`src/rtl/sr_cmd_debouncer_pkg.sv`:
```
// sr_ctrl_pkg: shared definitions for driving the SR flip-flop.
//
// {s,r} encoding used by the command front end and by the flip-flop bench:
//   SR_HOLD    2'b00  flip-flop keeps its state
//   SR_RESET   2'b01  clear
//   SR_SET     2'b10  set
//   SR_INVALID 2'b11  forbidden; must never reach the flip-flop
//
// Also provides the arbitration helper that turns the two per-channel rising
// edges into one registered output word.
package sr_ctrl_pkg;

    localparam logic [1:0] SR_HOLD    = 2'b00;
    localparam logic [1:0] SR_RESET   = 2'b01;
    localparam logic [1:0] SR_SET     = 2'b10;
    localparam logic [1:0] SR_INVALID = 2'b11;

    // Next values of the three output registers.
    typedef struct packed {
        logic s;
        logic r;
        logic conflict;
    } sr_out_t;

    // One edge alone becomes a command; coincident edges become a conflict
    // pulse and the flip-flop is told to hold.
    function automatic sr_out_t arbitrate(input logic set_rise, input logic reset_rise);
        sr_out_t    o;
        logic [1:0] cmd;
        o   = '0;
        cmd = SR_HOLD;
        case ({set_rise, reset_rise})
            2'b10:   cmd = SR_SET;
            2'b01:   cmd = SR_RESET;
            2'b11:   o.conflict = 1'b1;
            default: cmd = SR_HOLD;
        endcase
        // Belt and braces: the forbidden code is squashed even if the table
        // above is ever edited carelessly.
        if (cmd == SR_INVALID) begin
            cmd = SR_HOLD;
        end
        o.s = cmd[1];
        o.r = cmd[0];
        return o;
    endfunction

endpackage

```
`src/rtl/sr_cmd_debouncer_if.sv`:
```
// sr_cmd_debouncer_if: button inputs and flip-flop command outputs of the
// command debouncer.
//
// Signals:
//   set_btn    raw set request (asynchronous, may bounce)
//   reset_btn  raw reset request (asynchronous, may bounce)
//   s          one-cycle set pulse to the flip-flop
//   r          one-cycle reset pulse to the flip-flop
//   conflict   one-cycle pulse when set and reset edges coincide
//
// Modports:
//   master  drives the buttons, observes the commands (bench / button side)
//   slave   the debouncer itself
interface sr_cmd_debouncer_if;

    logic set_btn;
    logic reset_btn;
    logic s;
    logic r;
    logic conflict;

    modport master (
        output set_btn,
        output reset_btn,
        input  s,
        input  r,
        input  conflict
    );

    modport slave (
        input  set_btn,
        input  reset_btn,
        output s,
        output r,
        output conflict
    );

endinterface

```
`src/rtl/sr_cmd_debouncer_debounce_channel.sv`:
```
// debounce_channel: one button line -> synchronised, debounced, rising-edge
// strobe.
//
// Ports:
//   clk    clock
//   rst_n  asynchronous active-low reset
//   btn    raw asynchronous button level
//   rise   high for one cycle after the debounced level goes 0 -> 1
//
// The debounced level flips only after the synchronised input has disagreed
// with it on DEBOUNCE_CYCLES consecutive clock edges; any agreement in between
// clears the count, so short glitches leave no trace.
module debounce_channel #(
    parameter int unsigned DEBOUNCE_CYCLES = 4,
    parameter int unsigned CNT_W           = $clog2(DEBOUNCE_CYCLES + 1)
) (
    input  logic clk,
    input  logic rst_n,
    input  logic btn,
    output logic rise
);

    localparam logic [CNT_W-1:0] CNT_MAX = CNT_W'(DEBOUNCE_CYCLES - 1);

    logic             sync1_q;
    logic             sync2_q;
    logic [CNT_W-1:0] cnt_q;
    logic [CNT_W-1:0] cnt_d;
    logic             db_q;
    logic             db_d;
    logic             db_dly_q;

    // Two-flop synchroniser for the asynchronous button.
    always_ff @(posedge clk or negedge rst_n) begin
        if (!rst_n) begin
            sync1_q <= 1'b0;
            sync2_q <= 1'b0;
        end else begin
            sync1_q <= btn;
            sync2_q <= sync1_q;
        end
    end

    // Counter stops at CNT_MAX: reaching it either flips the level (and
    // clears) or the input agrees again (and clears), so it cannot wrap.
    always_comb begin
        cnt_d = cnt_q;
        db_d  = db_q;
        if (sync2_q == db_q) begin
            cnt_d = '0;
        end else if (cnt_q == CNT_MAX) begin
            db_d  = ~db_q;
            cnt_d = '0;
        end else begin
            cnt_d = cnt_q + CNT_W'(1);
        end
    end

    always_ff @(posedge clk or negedge rst_n) begin
        if (!rst_n) begin
            cnt_q    <= '0;
            db_q     <= 1'b0;
            db_dly_q <= 1'b0;
        end else begin
            cnt_q    <= cnt_d;
            db_q     <= db_d;
            db_dly_q <= db_q;
        end
    end

    // Only presses matter; releases are debounced but produce no strobe.
    assign rise = db_q & ~db_dly_q;

endmodule

```
`src/rtl/sr_cmd_debouncer.sv`:
```
// sr_cmd_debouncer: drives the SR flip-flop's s/r inputs from two bouncy
// buttons.
//
// Ports:
//   clk    clock; all state updates on its rising edge
//   rst_n  asynchronous active-low reset
//   bus    sr_cmd_debouncer_if.slave
//            set_btn, reset_btn  raw button inputs
//            s, r                registered one-cycle commands
//            conflict            registered one-cycle pulse on coincident edges
//
// Each button goes through its own debounce_channel. The top only arbitrates
// the two rising-edge strobes and registers the result, so {s,r} is never
// 2'b11 and each accepted press yields exactly one output pulse.
module sr_cmd_debouncer
    import sr_ctrl_pkg::*;
#(
    parameter int unsigned DEBOUNCE_CYCLES = 4,
    parameter int unsigned CNT_W           = $clog2(DEBOUNCE_CYCLES + 1)
) (
    input logic               clk,
    input logic               rst_n,
    sr_cmd_debouncer_if.slave bus
);

    logic    set_rise;
    logic    reset_rise;
    sr_out_t out_d;
    sr_out_t out_q;

    debounce_channel #(
        .DEBOUNCE_CYCLES (DEBOUNCE_CYCLES),
        .CNT_W           (CNT_W)
    ) u_set_channel (
        .clk   (clk),
        .rst_n (rst_n),
        .btn   (bus.set_btn),
        .rise  (set_rise)
    );

    debounce_channel #(
        .DEBOUNCE_CYCLES (DEBOUNCE_CYCLES),
        .CNT_W           (CNT_W)
    ) u_reset_channel (
        .clk   (clk),
        .rst_n (rst_n),
        .btn   (bus.reset_btn),
        .rise  (reset_rise)
    );

    always_comb begin
        out_d = arbitrate(set_rise, reset_rise);
    end

    always_ff @(posedge clk or negedge rst_n) begin
        if (!rst_n) begin
            out_q <= '0;
        end else begin
            out_q <= out_d;
        end
    end

    assign bus.s        = out_q.s;
    assign bus.r        = out_q.r;
    assign bus.conflict = out_q.conflict;

endmodule

```
`src/flat_wrapper.sv`:
```
// flat-port wrapper written by rule: the top's interface ports become plain ports
module sr_cmd_debouncer_flat import sr_ctrl_pkg::*;
#(
    parameter int unsigned DEBOUNCE_CYCLES = 4,
    parameter int unsigned CNT_W           = $clog2(DEBOUNCE_CYCLES + 1)
)
  (clk, rst_n, bus_set_btn, bus_reset_btn, bus_s, bus_r, bus_conflict);
  sr_cmd_debouncer_if bus_i ();
  input logic clk;
  input logic rst_n;
  input wire logic [$bits(bus_i.set_btn)-1:0] bus_set_btn;
  input wire logic [$bits(bus_i.reset_btn)-1:0] bus_reset_btn;
  output wire logic [$bits(bus_i.s)-1:0] bus_s;
  output wire logic [$bits(bus_i.r)-1:0] bus_r;
  output wire logic [$bits(bus_i.conflict)-1:0] bus_conflict;
  assign bus_i.set_btn = bus_set_btn;
  assign bus_i.reset_btn = bus_reset_btn;
  assign bus_s = bus_i.s;
  assign bus_r = bus_i.r;
  assign bus_conflict = bus_i.conflict;
  sr_cmd_debouncer #(.DEBOUNCE_CYCLES(DEBOUNCE_CYCLES), .CNT_W(CNT_W)) u_core (.clk(clk), .rst_n(rst_n), .bus(bus_i));
endmodule
```
`config.mk`:
```
export PLATFORM = sky130hd
export DESIGN_NAME = sr_cmd_debouncer_flat
export DESIGN_NICKNAME = d
export VERILOG_FILES = /design/src/rtl/sr_cmd_debouncer_pkg.sv /design/src/rtl/sr_cmd_debouncer_if.sv /design/src/rtl/sr_cmd_debouncer_debounce_channel.sv /design/src/rtl/sr_cmd_debouncer.sv /design/src/flat_wrapper.sv
export SDC_FILE = /design/constraint.sdc
export NUM_CORES = 1
export LEC_CHECK = 0
export CAP_MARGIN = 30
export CORE_MARGIN = 5
export CORE_UTILIZATION = 40
export CTS_CLUSTER_SIZE = 20
export DETAILED_ROUTE_END_ITERATION = 10
export PLACE_DENSITY_LB_ADDON = 0.08
export SLEW_MARGIN = 20
export SYNTH_ARGS = -nofsm -noshare
export SYNTH_HDL_FRONTEND = slang
export SYNTH_SLANG_ARGS = --single-unit
export TNS_END_PERCENT = 5
```
`constraint.sdc`:
```
create_clock -name clk -period 1.3 [get_ports clk]
set_input_delay 0.13 -clock clk [delete_from_list [all_inputs] [get_ports clk]]
set_output_delay 0.13 -clock clk [all_outputs]
set_load 0.02 [all_outputs]
```
==> results <==
- After detailed routing, the number of vias per cell comes to 4.855.
- For the final database, setup skew stands at 0.003320 ns.
- The minimum period implied by the final worst setup slack is 1.154 ns.
- Pin placement for this block handled 7 I/O pins.
- The count of buffers added on input and output ports is 6.
- The final max-slew violation count was 0.
- Dividing the detail-routed wire length by the instance count gives 12.19 um.
- The final worst slack is 0.1462 ns.
- After clock tree synthesis, the clock-pin slew on the worst setup and hold paths is 0.09 ns.
- The number of rows created at floorplan is 13.
- The layout overhead on the synthesized area is 18.55%.
- The flow ran to the end, and the final reports show no timing, DRC or antenna violations.
- By startpoint and endpoint, the worst setup path is classified as flop to flop.
- By area the synthesized netlist is led by dfrtp_1 (72%), nor3b_1 (5.1%), nor2b_4 (4.7%).
- The distinct cell type count after synthesis is 10.
- Summed over all layers, the global routing overflow is 0.
- The floorplan die width is 48.30 um.
- Leaving out fill and tap cells, the most frequent cell in the layout is dfrtp_1.
- Dividing the final minimum period by the clock period gives 88.76%.
- The first global-routing pass estimated 1.373 mm of wire.
- The number of antenna diodes in the final layout is 0.
- The top cell types in the final layout, fill and taps aside, are dfrtp_1 (17), nor3b_1 (4), clkbuf_4 (3), clkdlybuf4s50_1 (3), dlygate4sd2_1 (3).
- The area of the core is 0.001350 sq mm.
- For the final routed database, the setup TNS stands at 0 ns.
- Summed over its instances, the top area cell type makes up 72.49% of the synthesized netlist area.
- Setup repair after global routing left no endpoint under its margin.
- Counting flops and latches in the post-synthesis netlist gives 17.
- Clock tree synthesis inserted a total of 3 buffers.
- Derived from the worst setup path, the maximum achievable clock frequency is 866.7 MHz.
- The final standard cell utilization of the core is 51.53%.
- The number of nets produced by synthesis is 42.
- The final antenna-violating net count is 0.
- The detailed router finished its first iteration with 0 violations.
- The instance count after placement with tap cells included is 58.
- The tightest slew margin relative to the limit is 81.78%.
- At the worst endpoint, the required time is 1.47 ns.
- The number of iterations in the first detailed-routing pass is 1.
- The maximum fanout encountered on the critical timing path is 3.
- Setup violations remaining at the end of the flow were counted as 0.
- The filler cells instantiated in the layout total 129.
- The area of the die is 0.002333 sq mm.
- The peak per-stage delay on the critical path is 0.36 ns.
- In this run the power density over the cells is 2001 mW/mm^2.
- The share of the yosys chip area belonging to registers is 72.49%.
- In this run the static leakage power is 0.3260 nW.
- The startpoint type of the worst setup path is a flop.
- The highest-delay cell along the critical path is dfrtp_1.
- The DRC violation count after routing is 0.
- The cell taking the most area after synthesis is dfrtp_1.
- Measured along the y axis, the die boundary spans 48.30 um.
- Post-CTS timing repair inserted 0 buffers for setup.
- Of the cells placed in the final design, the portion with a size suffix greater than 1 is 17.02%.
- The overall track demand over capacity in global routing is 7.900%.
- At the end of routability-driven placement, the weighted congestion stood at 0.6820.
- Total power for the finished layout comes to 1.392 mW.
- The gate count after technology mapping is 36.
- The critical path goes through ha_1 > nor2b_4 > mux2_2.
- The initial utilization of the core area, before any placement, comes to 43.47%.
- The insertion delay to the later sink of the worst-skew pair is 0.28 ns.
- The maximum vdd drop is 0.9417 mV.
- The final-report hold violation count is 0.
- The clock root buffer is clkbuf_4.
- The type of the tightest min-delay check is input port to async pin.
- The total number of clock tree sinks is 17.
- Dividing the synthesized area by the synthesized cell count gives 16.30 sq um.
- The slew at the pin closest to its max-slew limit is 0.2713 ns.
- The final route contains 301 vias.
- TritonCTS built the clock tree.
- The sort of element at the end of the critical path is a flop.
- The initial antenna violation count is 0.
- The via count of the first global-routing pass is 344.
- The hold-fix buffer count after cts is 0.
- The summed area of non-filler cells in the final layout is 695.7 sq um.
- Hold timing on the final database bottoms out at a slack of 0.1775 ns.
- The final net count is 54.
- Before CTS, the worst setup slack after placement is 0.1406 ns.
- At the worst endpoint, the arrival time is 1.32 ns.
- The placed instances occupy a cell area of 673.1 sq um.
- The largest net degree at the start of global routing is 18.
- The H-tree depth reported by CTS is 1.
- The post-layout instance count excluding filler cells is 62.
- Counting along the longest clock path gives a buffer depth of 2.
- The netlist area before placement is 586.8 sq um.
- The detailed-route wire length is 756 um.
- The tool flagged a number of max-cap violations equal to 0.
- During synthesis, Yosys emitted a total of 0 warnings.
[synthesized netlist by cell type]
master,number
dfrtp_1,17
nor3b_1,4
ha_1,2
mux2_2,2
nand2b_1,2
nor2b_1,2
nor2b_4,2
nor3_1,2
xnor2_1,2
nor2_1,1
[worst max-delay path: cells and delay by family, from the launching register on]
kind | cells | cell delay [ns]
muxes | 1 | 0.33
and+or+nand+nor | 1 | 0.17
adders and majority gates | 1 | 0.19
DFF | 1 | 0.36
[layer usage]
metal	vias to the layer above	routed length, um	global-route usage [%]
li1	140	-	-
met1	154	321	8.023
met2	7	374	11.96
met3	0	60	4.587
met4	0	0	5.530
met5	-	0	0
[where the power goes]
group / total [mW] / internal [mW] / leakage (nW) / switching [mW]
combinational: 0.374 / 0.193 / 0.0967 / 0.181
clock: 0.264 / 0.119 / 0.0150 / 0.145
sequential: 0.754 / 0.681 / 0.214 / 0.0734
[sequential cells by signal (all words and copies together) (netlist names)]
name / cells
u_core.bus.r: 1
u_core.u_set_channel.db_dly_q: 1
u_core.u_reset_channel.sync2_q: 1
u_core.u_reset_channel.db_q: 1
u_core.bus.conflict: 1
u_core.u_reset_channel.cnt_q: 3
u_core.u_set_channel.sync1_q: 1
u_core.u_set_channel.sync2_q: 1
u_core.u_reset_channel.db_dly_q: 1
u_core.bus.s: 1
u_core.u_set_channel.cnt_q: 3
u_core.u_reset_channel.sync1_q: 1
u_core.u_set_channel.db_q: 1
[repair_timing]
item	CTS	global route
gates resized for setup	3	0
hold endpoints to repair	0	0
endpoints found under the setup margin	3	0
[layout make-up]
type / instances / area [sq um] / area share (%)
Clock buffer: 4 / 26.28 / 3.777
Sequential cell: 17 / 425.4 / 61.15
Tap cell: 15 / 18.77 / 2.698
Timing Repair Buffer: 7 / 63.81 / 9.173
Multi-Input combinational cell: 19 / 161.4 / 23.20
[cells by family (layout without fill, tap and decap cells)]
family,Yosys count,after routing,share of synthesized area [%]
fa+ha+maj,2,2,4.264
flops,17,17,72.50
mux,2,2,3.838
xor+xnor,2,2,2.986
buf+inv,0,11,0
simple gates,13,13,16.42
[path summary, 6_finish.rpt]
check	cells after the start	endpoint	from	slack, ns
min in group clk	1	u_core.u_reset_channel.sync1_q$_DFF_PN0_	bus_reset_btn	0.28
min reg2reg	0	u_core.u_set_channel.sync2_q$_DFF_PN0_	u_core.u_set_channel.sync1_q$_DFF_PN0_	0.36
max in group asynchronous	2	u_core.u_reset_channel.sync2_q$_DFF_PN0_	rst_n	0.94
max	3	u_core.u_reset_channel.db_q$_DFFE_PN0P_	u_core.u_reset_channel.cnt_q[0]$_DFF_PN0_	0.15
min	2	u_core.u_reset_channel.cnt_q[0]$_DFF_PN0_	rst_n	0.18
max reg2reg	3	u_core.u_reset_channel.db_q$_DFFE_PN0P_	u_core.u_reset_channel.cnt_q[0]$_DFF_PN0_	0.15
Note: power is estimated with default switching activity, not from simulation.
